### config.mk
export PLATFORM = sky130hd
export DESIGN_NAME = key_debounce_multi
export DESIGN_NICKNAME = d
export VERILOG_FILES = /design/src/rtl/key_debounce_multi.sv
export SDC_FILE = /design/constraint.sdc
export NUM_CORES = 1
export LEC_CHECK = 0
export ABC_AREA = 1
export BUFFER_PORTS_ARGS = -buffer_cell sky130_fd_sc_hd__buf_4
export CAP_MARGIN = 20
export CORE_MARGIN = 2
export CORE_UTILIZATION = 59
export DETAILED_ROUTE_END_ITERATION = 6
export PLACE_DENSITY = 0.76
export SYNTH_ARGS = -nofsm -noshare
export SYNTH_HDL_FRONTEND = slang
export SYNTH_SLANG_ARGS = --single-unit
### constraint.sdc
create_clock -name clk_i -period 2.55 [get_ports clk_i]
set_input_delay 0.255 -clock clk_i [delete_from_list [all_inputs] [get_ports clk_i]]
set_output_delay 0.255 -clock clk_i [all_outputs]
set_load 0.1 [all_outputs]
### src/rtl/key_debounce_multi.sv
// key_debounce_multi: per-channel synchroniser, debouncer and hold classifier
// (press / release / long / auto-repeat) with a press-driven toggle bit.
//
// Hold FSM states (one FSM per channel):
//   state   | meaning
//   IDLE    | key released, hold counter parked at 0
//   HOLD    | key pressed, counting towards the long-press threshold
//   LONG    | long press reached, counting auto-repeat periods
module key_debounce_multi #(
  parameter int CLK_FREQ    = 100000000,
  parameter int NUM_KEYS    = 4,
  parameter int DEBOUNCE_MS = 20,
  parameter int LONG_MS     = 1000,
  parameter int REPEAT_MS   = 200,
  parameter int ACTIVE_LOW  = 1
) (
  input  logic                clk_i,
  input  logic                rst_n_i,
  input  logic [NUM_KEYS-1:0] key_i,
  output logic [NUM_KEYS-1:0] key_state_o,
  output logic [NUM_KEYS-1:0] key_press_o,
  output logic [NUM_KEYS-1:0] key_release_o,
  output logic [NUM_KEYS-1:0] key_long_o,
  output logic [NUM_KEYS-1:0] key_repeat_o,
  output logic [NUM_KEYS-1:0] key_toggle_o
);

  localparam int unsigned MS_CYC   = CLK_FREQ / 1000;
  localparam int unsigned DB_CYC   = MS_CYC * DEBOUNCE_MS;
  localparam int unsigned LONG_CYC = MS_CYC * LONG_MS;
  localparam int unsigned REP_CYC  = MS_CYC * REPEAT_MS;
  localparam int unsigned MAX_A    = (DB_CYC > LONG_CYC) ? DB_CYC : LONG_CYC;
  localparam int unsigned MAX_CYC  = (MAX_A > REP_CYC) ? MAX_A : REP_CYC;
  localparam int          CW       = $clog2(MAX_CYC + 1);

  localparam logic [CW-1:0] DB_TC   = CW'(DB_CYC - 1);
  localparam logic [CW-1:0] LONG_TC = CW'(LONG_CYC - 1);
  // Guarded so a disabled repeat does not underflow the terminal count.
  localparam logic [CW-1:0] REP_TC  = CW'((REP_CYC > 0) ? REP_CYC - 1 : 0);
  localparam bit            REP_EN  = (REPEAT_MS != 0);
  // Raw level of a released key; XOR with it normalises to 1 = pressed.
  localparam logic          REL_LVL = (ACTIVE_LOW != 0);

  localparam logic [1:0] ST_IDLE = 2'd0;
  localparam logic [1:0] ST_HOLD = 2'd1;
  localparam logic [1:0] ST_LONG = 2'd2;

  for (genvar g = 0; g < NUM_KEYS; g++) begin : g_key
    logic          sync1_q, sync2_q, s;
    logic          accept;
    logic          state_q, state_d;
    logic          press_q, press_d;
    logic          release_q, release_d;
    logic          long_q, long_d;
    logic          repeat_q, repeat_d;
    logic          toggle_q, toggle_d;
    logic [CW-1:0] db_cnt_q, db_cnt_d;
    logic [CW-1:0] hold_cnt_q, hold_cnt_d;
    logic [1:0]    fsm_q, fsm_d;

    // Two-flop synchroniser, parked at the released level so reset never looks like a press.
    always_ff @(posedge clk_i or negedge rst_n_i) begin
      if (!rst_n_i) begin
        sync1_q <= REL_LVL;
        sync2_q <= REL_LVL;
      end else begin
        sync1_q <= key_i[g];
        sync2_q <= sync1_q;
      end
    end

    assign s = sync2_q ^ REL_LVL;

    // Debounce: count consecutive cycles of disagreement, accept on the terminal count.
    always_comb begin
      accept    = (s != state_q) && (db_cnt_q == DB_TC);
      db_cnt_d  = db_cnt_q + CW'(1);
      if ((s == state_q) || accept) db_cnt_d = '0;
      state_d   = accept ? s : state_q;
      press_d   = accept & s;
      release_d = accept & ~s;
      toggle_d  = toggle_q ^ press_d;
    end

    // Hold classifier; a release always wins over a coincident long/repeat wrap.
    always_comb begin
      fsm_d      = fsm_q;
      hold_cnt_d = hold_cnt_q;
      long_d     = 1'b0;
      repeat_d   = 1'b0;
      if (release_d) begin
        fsm_d      = ST_IDLE;
        hold_cnt_d = '0;
      end else begin
        case (fsm_q)
          ST_IDLE: begin
            if (press_d) begin
              fsm_d      = ST_HOLD;
              hold_cnt_d = '0;
            end
          end
          ST_HOLD: begin
            if (hold_cnt_q == LONG_TC) begin
              long_d     = 1'b1;
              fsm_d      = ST_LONG;
              hold_cnt_d = '0;
            end else begin
              hold_cnt_d = hold_cnt_q + CW'(1);
            end
          end
          ST_LONG: begin
            if (REP_EN) begin
              if (hold_cnt_q == REP_TC) begin
                repeat_d   = 1'b1;
                hold_cnt_d = '0;
              end else begin
                hold_cnt_d = hold_cnt_q + CW'(1);
              end
            end
          end
          default: begin
            fsm_d      = ST_IDLE;
            hold_cnt_d = '0;
          end
        endcase
      end
    end

    // Channel state and registered event pulses.
    always_ff @(posedge clk_i or negedge rst_n_i) begin
      if (!rst_n_i) begin
        state_q    <= 1'b0;
        press_q    <= 1'b0;
        release_q  <= 1'b0;
        long_q     <= 1'b0;
        repeat_q   <= 1'b0;
        toggle_q   <= 1'b0;
        db_cnt_q   <= '0;
        hold_cnt_q <= '0;
        fsm_q      <= ST_IDLE;
      end else begin
        state_q    <= state_d;
        press_q    <= press_d;
        release_q  <= release_d;
        long_q     <= long_d;
        repeat_q   <= repeat_d;
        toggle_q   <= toggle_d;
        db_cnt_q   <= db_cnt_d;
        hold_cnt_q <= hold_cnt_d;
        fsm_q      <= fsm_d;
      end
    end

    assign key_state_o[g]   = state_q;
    assign key_press_o[g]   = press_q;
    assign key_release_o[g] = release_q;
    assign key_long_o[g]    = long_q;
    assign key_repeat_o[g]  = repeat_q;
    assign key_toggle_o[g]  = toggle_q;
  end

endmodule

-- Yosys cells after proc, flatten, opt, wreduce, memory -nomap -nowiden
Index checks and enable logic that the tools add are counted.
- bits of input ports: 6
- output and inout port bits: 24
- logic and storage cells: 188
- register bits after elaboration: 256
- mux-type cells: 64
- bitwise logic cells: 16
- $add $sub $neg: 8
- reduce and logical (&&, ||, !) cells: 16
- eq/ne operators: 40
- operator list (cell ; count):
    27-bit 2-to-1 mux ; 20
    27-bit case mux with 3 select lines ; 4
    27-bit by 1-bit adder with 27-bit output (second input constant) ; 8
    27-bit by 21-bit equality test with 1-bit output (second input constant) ; 4
    27-bit by 25-bit equality test with 1-bit output (second input constant) ; 4
    27-bit equality test (second input constant) ; 4
    1-bit 2-to-1 mux ; 24
    2-bit 2-to-1 mux ; 12
    3-bit != test (second input constant) ; 8
    2-bit case mux with 3 select lines ; 4
    3-bit AND reduction ; 4
    1-bit bitwise AND ; 8
    2-bit by 1-bit equality test with 1-bit output (second input constant) ; 4
    2-bit equality test (second input constant) ; 4
    2-bit zero test ; 4
    2-bit != test (second input constant) ; 4
    1-bit equality test ; 4
    1-bit logical AND ; 4
    1-bit logical OR ; 4
    1-bit != test ; 4
    1-bit inverter ; 4
    1-bit XOR ; 4

-- Logic depth before layout (Yosys ltp)
Gate-level depths: netlist of run 1.
- word-level depth: 7
- depth in mapped cells: 13

-- Worst setup path after synthesis of run 1
OpenSTA, ideal clock, no wires.
- path type: flip-flop to flip-flop
- start point: reg g_key[1].db_cnt_q[0]
- end point: reg g_key[1].hold_cnt_q[22]
- stages on the path, launching flop included: 13
- setup slack: 0.830 ns
- data required time: 2.432 ns
- arrival: 1.602 ns
- clock period less this slack: 1.720 ns
- cell sequence: dfrtp_1 > ha_1 > nand2_2 > nor2_4 > nand3_2 > nor2_4 > nand3_2 > nand2_4 > buf_8 > inv_2 > buf_4 > o21ai_1 > nor2_2
- word-level cells in the longest chain between the ends: 4
- RTL lines (what ; line ; source):
    start, declared ; 57 ; logic [CW-1:0] db_cnt_q, db_cnt_d;
    start signal, assigned ; 148 ; db_cnt_q <= db_cnt_d;
    27-bit by 21-bit equality test with 1-bit output * ; 76 ; accept = (s != state_q) && (db_cnt_q == DB_TC);
    1-bit logical AND * ; 76 ;
    1-bit bitwise AND, on equally long branches ; 80, 81 ;
    3-bit != test (no source line) or 27-bit 2-to-1 mux (tied branches) ; n/a ;
    end signal, assigned ; 149 ; hold_cnt_q <= hold_cnt_d;
    end, declared ; 58 ; logic [CW-1:0] hold_cnt_q, hold_cnt_d;
Mark *: on every way between the ends. The rest lies on a longest branch, timed or not.
A chain may end at the register's enable or synchronous reset.

-- Worst setup path in the final report of run 1
- start point: reg g_key[0].db_cnt_q[0]
- end point: reg g_key[0].hold_cnt_q[23]
- word-level cells in the longest chain between the ends: 4
- RTL lines (what ; line):
    start, declared ; 57
    start signal, assigned ; 148
    27-bit by 21-bit equality test with 1-bit output * ; 76
    1-bit logical AND * ; 76
    1-bit bitwise AND, on equally long branches ; 80, 81
    3-bit != test (no source line) or 27-bit 2-to-1 mux (tied branches) ; n/a
    end signal, assigned ; 149
    end, declared ; 58
Marked as above.

==> impl_metrics.tcl, run 1 <==
set metrics [dict create \
    path_buf_inv 2 \
    drc 3 \
    io_pins 30 \
    synthesis.nets 2395 \
    grt-ovfl-total 0 \
    cp_top_family "simple AND/OR/NAND/NOR gates" \
    first_pass_iters 7 \
    pwr-share-seq 0.464 \
    cts_resized 0 \
    finalCritPeriodShare 0.839 \
    cts_tree "built" \
    diodes 0 \
    power_frac_comb 0.021 \
    grt_max_degree 64 \
    worst_setup_path_start_kind "flip-flop" \
    antenna_found_initial 0 \
    htreeDepth 1 \
    fmaxAchievable_mhz 467 \
    final_common_cell "nand2_1" \
    finalNetCount 2410 \
    synth.cell_area_sq_mm 0.0164 \
    critPathKind "reg2reg" \
    status "finished with violations" \
    postCtsSetupRepairBufs 0 \
    p_per_area_mw_per_mm2 496 \
    drive_gt1_frac 0.0874 \
    place.gp.congestion 0.952 \
    syn_avg_cell_area_sq_um 6.94 \
    clock_path_buffers 3 \
    initial_utilization 0.595 \
    p_leak_uw 0.00829 \
    r2r_end "g_key[0].hold_cnt_q[23]" \
    hold_path.class "in2async" \
    drtIter0Drc 1347 \
    fillCellCount 2475 \
    intPower_uw 7020 \
    synthCells 2365 \
    violations "design-rule violations" \
    min_period_ns 2.14 \
    worstSetupStartpoint "g_key[0].db_cnt_q[0]" \
    coreArea_sq_mm 0.0276 \
    clock_latency_ns 0.55 \
    p_clk_frac 0.515 \
    reg2regPathDepth 10 \
    clkTransAtPathRegs_ns 0.06 \
    endpoint_kind "flip-flop" \
    power_uw 8850 \
    worstPathArrival_ns 2.55 \
    cts_sinks 256 \
    required_ns 2.96 \
    fin_util 0.648 \
    ys_seq_area_frac 0.391 \
    ant_nets 0 \
    endpoint "g_key[0].hold_cnt_q[23]" \
    r2r_setup_slack_ns 0.41 \
    swShare 0.208 \
    drv_cap 0 \
    grt_pass1_wl_um 63100 \
    skew_ns 0.0140 \
    critPathSlowestCell "a21oi_4" \
    rows 61 \
    p_sw_uw 1840 \
    layout_common_cells "nand2_1, nor2_1, inv_1" \
    setup-violations-final 0 \
    cp_max_fo 16 \
    finalNonFillerCells 2781 \
    hold_viol 0 \
    slew_violations 0 \
    ys_warn_count 0 \
    final.setup.tns_ns 0 \
    drt-total-wl_um 36500 \
    cts_root_buffer "clkbuf_16" \
    grt_usage 0.255 \
    hpwlAfterDp_um 26400 \
    areaGrowthSynthToFinish_pct 8.82 \
    cp.depth 10 \
    path_cells "ha_1 > nand3_2 > inv_1 > nand3_1 > nor2_2 > nand3_1 > nand2_2 > inv_1 > a21oi_4 > nor2_1" \
    ir_worst_vdd_uv 473 \
    vias 14954 \
    numCtsBuffers 29 \
    postCtsHoldBufs 5 \
    grt_pass1_vias 13954 \
    top_regs "g_key.db_cnt_q (108), g_key.hold_cnt_q (108), g_key.fsm_q (8)" \
    slew_headroom 0.626 \
    io_buffers 29 \
    die_w_um 171 \
    pre_cts_slack_ns 0.430 \
    crit_path_max_incr_delay_ns 0.43 \
    wire_per_inst_um 13.1 \
    die_h_um 171 \
    place_inst 2722 \
    r2r_start "g_key[0].db_cnt_q[0]" \
    ys_types 43 \
    rsz0062_at_grt "false" \
    via_per_inst 5.38 \
    die_area_sq_mm 0.0292 \
    ys_seq_elements 256 \
    tightest_slew_ns 0.556 \
    fin_ws_ns 0.410 \
]
==> metrics by stage <==
step / hold WS, ns / cell area [sq um]
6_report: 0.244 / 17900
5_1_grt: 0.279 / 17900
4_1_cts: 0.256 / 17900
3_5_place_dp: 0.246 / 16700
3_3_place_gp: 0.241 / 16700
2_1_floorplan: -0.0406 / 16400
==> synth_stat cells <==
| cell | number | share of area |
|---|---|---|
| xor2_1 | 34 | 0.018 |
| xnor2_1 | 12 | 0.0064 |
| a21boi_0 | 1 | 0.00046 |
| inv_2 | 12 | 0.0027 |
| inv_4 | 1 | 0.00038 |
| clkinv_4 | 1 | 0.00053 |
| nor2_4 | 13 | 0.0089 |
| a211oi_1 | 5 | 0.0023 |
| and3_1 | 2 | 0.00076 |
| a31oi_1 | 3 | 0.0011 |
| dfstp_2 | 8 | 0.013 |
| nor3b_1 | 4 | 0.0018 |
| nor3_1 | 85 | 0.026 |
| nand3_1 | 199 | 0.061 |
| buf_8 | 3 | 0.0027 |
| nor2_2 | 32 | 0.012 |
| o21ai_0 | 47 | 0.014 |
| or2_2 | 4 | 0.0015 |
| nor4_2 | 1 | 0.00076 |
| and2_1 | 1 | 0.00038 |
| nor4_1 | 14 | 0.0053 |
| a21oi_1 | 71 | 0.022 |
| or2_0 | 1 | 0.00038 |
| a21oi_4 | 1 | 0.00099 |
| o21a_1 | 2 | 0.00091 |
| nand3b_1 | 6 | 0.0027 |
| nand3_2 | 9 | 0.0055 |
| nor3_2 | 11 | 0.0067 |
| buf_4 | 30 | 0.014 |
| nor2_1 | 379 | 0.087 |
| buf_6 | 13 | 0.0089 |
| a21boi_2 | 1 | 0.00069 |
| a21o_1 | 2 | 0.00091 |
| ha_1 | 24 | 0.018 |
| o21ai_1 | 6 | 0.0018 |
| nand4_1 | 113 | 0.043 |
| buf_2 | 12 | 0.0037 |
| nand2_1 | 613 | 0.14 |
| clkbuf_1 | 4 | 0.00091 |
| nand2_4 | 7 | 0.0048 |
| nand2_2 | 21 | 0.0080 |
| inv_1 | 309 | 0.071 |
| dfrtp_1 | 248 | 0.38 |
==> cell type report <==
| cell class | instances | area (sq um) | area share |
|---|---|---|---|
| Inverter | 323 | 1220 | 0.0683 |
| Clock buffer | 42 | 835 | 0.0467 |
| Timing Repair Buffer | 46 | 403 | 0.0226 |
| Sequential cell | 256 | 6420 | 0.359 |
| Multi-Input combinational cell | 1724 | 8280 | 0.464 |
| Tap cell | 378 | 473 | 0.0265 |
| Clock inverter | 12 | 228 | 0.0128 |
==> routing by layer <==
| metal | up-vias | GRT usage | part of all wire |
|---|---|---|---|
| met5 | - | 0 | 0 |
| met2 | 339 | 0.441 | 0.48 |
| met3 | 50 | 0.0287 | 0.040 |
| met4 | 0 | 0.0557 | 0.017 |
| met1 | 6984 | 0.346 | 0.46 |
| li1 | 7581 | - | - |
==> power by group through the flow <==
stage	clock (uW)	combinational, uW	sequential [uW]
finish	4560	184	4110
global route	4840	215	4110
CTS	4660	192	4110
detailed placement	0	184	4180
global placement	0	180	4180
floorplan	0	59.1	4180
==> cells by family (layout without fill, tap and decap cells) <==
logic type | Yosys count | count (layout) | synth area share
xor gates and xnor gates | 46 | 46 | 0.0246
buffers and inverters | 385 | 423 | 0.104
adders and majority gates | 24 | 24 | 0.0183
AOI/OAI and AO/OA | 139 | 139 | 0.0452
and+or+nand+nor | 1515 | 1515 | 0.417
DFF | 256 | 256 | 0.391
==> worst min-delay path by stage <==
stage | start | to | slack, ns | cells after the start
floorplan | rst_n_i | g_key[0].db_cnt_q[0] | -0.04 | 0
global placement | rst_n_i | g_key[0].hold_cnt_q[7] | 0.24 | 1
detailed placement | rst_n_i | g_key[0].hold_cnt_q[7] | 0.25 | 1
CTS | rst_n_i | g_key[0].hold_cnt_q[7] | 0.26 | 2
global route | rst_n_i | g_key[0].hold_cnt_q[7] | 0.28 | 2
finish | rst_n_i | g_key[0].hold_cnt_q[7] | 0.24 | 2
(Power assumes the default switching activity.)
==> run 2, diff against run 1 <==
--- a/config.mk
+++ b/config.mk
@@ -9,9 +9,9 @@
 export BUFFER_PORTS_ARGS = -buffer_cell sky130_fd_sc_hd__buf_4
 export CAP_MARGIN = 20
 export CORE_MARGIN = 2
-export CORE_UTILIZATION = 59
+export CORE_UTILIZATION = 58
 export DETAILED_ROUTE_END_ITERATION = 6
-export PLACE_DENSITY = 0.76
+export PLACE_DENSITY = 0.77
 export SYNTH_ARGS = -nofsm -noshare
 export SYNTH_HDL_FRONTEND = slang
 export SYNTH_SLANG_ARGS = --single-unit
==> constraint.sdc (replaced) <==
create_clock -name clk_i -period 1.73 [get_ports clk_i]
set_input_delay 0.173 -clock clk_i [delete_from_list [all_inputs] [get_ports clk_i]]
set_output_delay 0.173 -clock clk_i [all_outputs]
set_load 0.1 [all_outputs]
==> run 2 against run 1 <==
Against the previous run: combinational power is 120% higher; setup slack worse by 0.58 ns; first-iteration DRC count is 50% higher; critical endpoint is now g_key[0].hold_cnt_q[10]; largest cell class unchanged; sequential power is 48% higher; wire length is 39% higher; the flow finishes with violations (design-rule violations, negative setup slack).
==> impl_metrics.tcl, run 2 (synthesis gave the netlist of run 1 again) <==
set metrics [dict create \
    r2r_end "g_key[0].hold_cnt_q[10]" \
    rsz0062_at_grt "true" \
    min_period_ns 1.90 \
    grt_pass1_wl_um 73300 \
    pre_cts_slack_ns -0.152 \
    fin_hold_ws_ns 0.0923 \
    critPathSlowestCell "dfrtp_1" \
    crit_path_max_incr_delay_ns 0.42 \
    p_leak_uw 0.0104 \
    hold_path.class "in2async" \
    slew_violations 0 \
    cts_sinks 256 \
    cp_max_fo 11 \
    io_buffers 29 \
    top_regs "g_key.db_cnt_q (108), g_key.hold_cnt_q (108), g_key.fsm_q (8)" \
    skew_ns 0.0140 \
    die_h_um 172 \
    coreArea_sq_mm 0.0278 \
    drv_cap 0 \
    via_per_inst 5.71 \
    grt_usage 0.297 \
    clock_latency_ns 0.57 \
    hold_viol 0 \
    diodes 0 \
    endpoint_kind "flip-flop" \
    grt_max_degree 60 \
    cts_root_buffer "clkbuf_16" \
    cts_tree "built" \
    grt_pass1_vias 15987 \
    cp_top_family "simple AND/OR/NAND/NOR gates" \
    worstPathArrival_ns 2.36 \
    tightest_slew_ns 0.482 \
    setup-violations-final 163 \
    fin_ws_ns -0.169 \
    drive_gt1_frac 0.279 \
    drtIter0Drc 2015 \
    ir_worst_vdd_uv 1200 \
    violations "design-rule violations, negative setup slack" \
    drt-total-wl_um 50500 \
    initial_utilization 0.591 \
    clkTransAtPathRegs_ns 0.06 \
    grt-ovfl-total 0 \
    antenna_found_initial 0 \
    p_per_area_mw_per_mm2 603 \
    r2r_start "g_key[0].db_cnt_q[1]" \
    path_buf_inv 3 \
    numCtsBuffers 31 \
    drc 2 \
    status "finished with violations" \
    vias 17656 \
    fmaxAchievable_mhz 527 \
    first_pass_iters 7 \
    final_common_cell "nand2_1" \
    wire_per_inst_um 16.3 \
    path_cells "ha_4 > nand3_4 > inv_4 > nand3_4 > nor2_4 > nand3_2 > nand2_4 > buf_12 > buf_16 > nand3_1 > nand2_1 > nor2_2" \
    critPathKind "reg2reg" \
    place.gp.congestion 0.932 \
    required_ns 2.19 \
    ant_nets 0 \
    die_area_sq_mm 0.0296 \
    worst_setup_path_start_kind "flip-flop" \
    slew_headroom 0.676 \
    areaGrowthSynthToFinish_pct 34.8 \
    htreeDepth 1 \
    finalNetCount 2721 \
    crit_path_frequent_cell "nand3_4" \
    reg2regPathDepth 12 \
    r2r_setup_slack_ns -0.17 \
    die_w_um 172 \
    hpwlAfterDp_um 29800 \
    rows 61 \
    finalCritPeriodShare 1.10 \
    clock_path_buffers 3 \
    io_pins 30 \
    layout_common_cells "nand2_1, nor2_1, inv_1" \
]
[run 2: changes by cell type in the layout (fill, tap and decap cells not counted), sizes merged]
| cell | delta |
|---|---|
| buf | +295 |
| bufinv | -2 |
| clkbuf | +9 |
| clkinv | +8 |
| clkinvlp | +1 |
| nand2 | +1 |
[run 2: how the worst max path moves through the flow]
stage / from / end / slack, ns / cells past startpoint
final: g_key[0].db_cnt_q[1] / g_key[0].hold_cnt_q[10] / -0.17 / 12
after global routing: g_key[0].db_cnt_q[1] / g_key[0].hold_cnt_q[11] / -0.30 / 13
after CTS: g_key[3].db_cnt_q[1] / g_key[3].hold_cnt_q[9] / -0.10 / 12
after detailed placement: g_key[0].db_cnt_q[0] / g_key[0].hold_cnt_q[24] / -0.15 / 12
after global placement: g_key[3].db_cnt_q[0] / g_key[3].fsm_q[1] / -0.03 / 12
after floorplan: g_key[1].db_cnt_q[0] / g_key[1].hold_cnt_q[22] / 0.01 / 12
[run 2: final cells by class]
cell class	instances	area, sq um
multi-input combinational	1725	9490
sequential	256	6420
fill	1796	5670
timing repair buffer	351	3350
inverter	323	1260
clock buffer	41	873
tap	378	473
clock inverter	16	203
timing repair inverter	3	35.0
[run 2: power by group]
part / internal [uW] / total [uW] / switching [uW] / leakage [uW]
clock: 4140 / 6860 / 2720 / 0.000524
sequential: 6030 / 6070 / 42.9 / 0.00353
combinational: 146 / 406 / 260 / 0.00636
[run 2: worst register-to-register path, stage by stage (launching register included)]
cell,delay [ns]
dfrtp_1,0.42
ha_4,0.18
nand3_4,0.11
inv_4,0.09
nand3_4,0.07
nor2_4,0.12
nand3_2,0.13
nand2_4,0.18
buf_12,0.15
buf_16,0.13
nand3_1,0.08
nand2_1,0.10
nor2_2,0.04
[run 2: stage by stage]
stage          TNS (ns)  power (uW)  cells  instance area (sq um)  utilization
5_1_grt          -29.19       13700   3093                  22100        0.796
3_3_place_gp     -0.348        6450   2933                  18400        0.663
6_report         -12.82       13300   3093                  22100        0.796
4_1_cts           -2.17       13300   3041                  20500        0.739
2_1_floorplan         0        6240   2365                  16400            -
3_5_place_dp      -5.77        6470   2933                  18400        0.663
[run 2: what timing repair did]
action / in CTS / in global routing
pin swaps: 50 / 153
gates resized for setup: 102 / 308
hold buffers: 5 / 0
buffers inserted: 33 / 44
gates cloned: 13 / 12
setup endpoints to repair: 119 / 218
hold endpoints to repair: 252 / 0
[run 2: layer usage]
layer  GRT usage  share of wire  up-vias
met2       0.533           0.51      829
met3      0.0382          0.064      194
met1       0.379           0.40     8418
met4      0.0800          0.035        0
li1            -              -     8215
met5           0              0        -
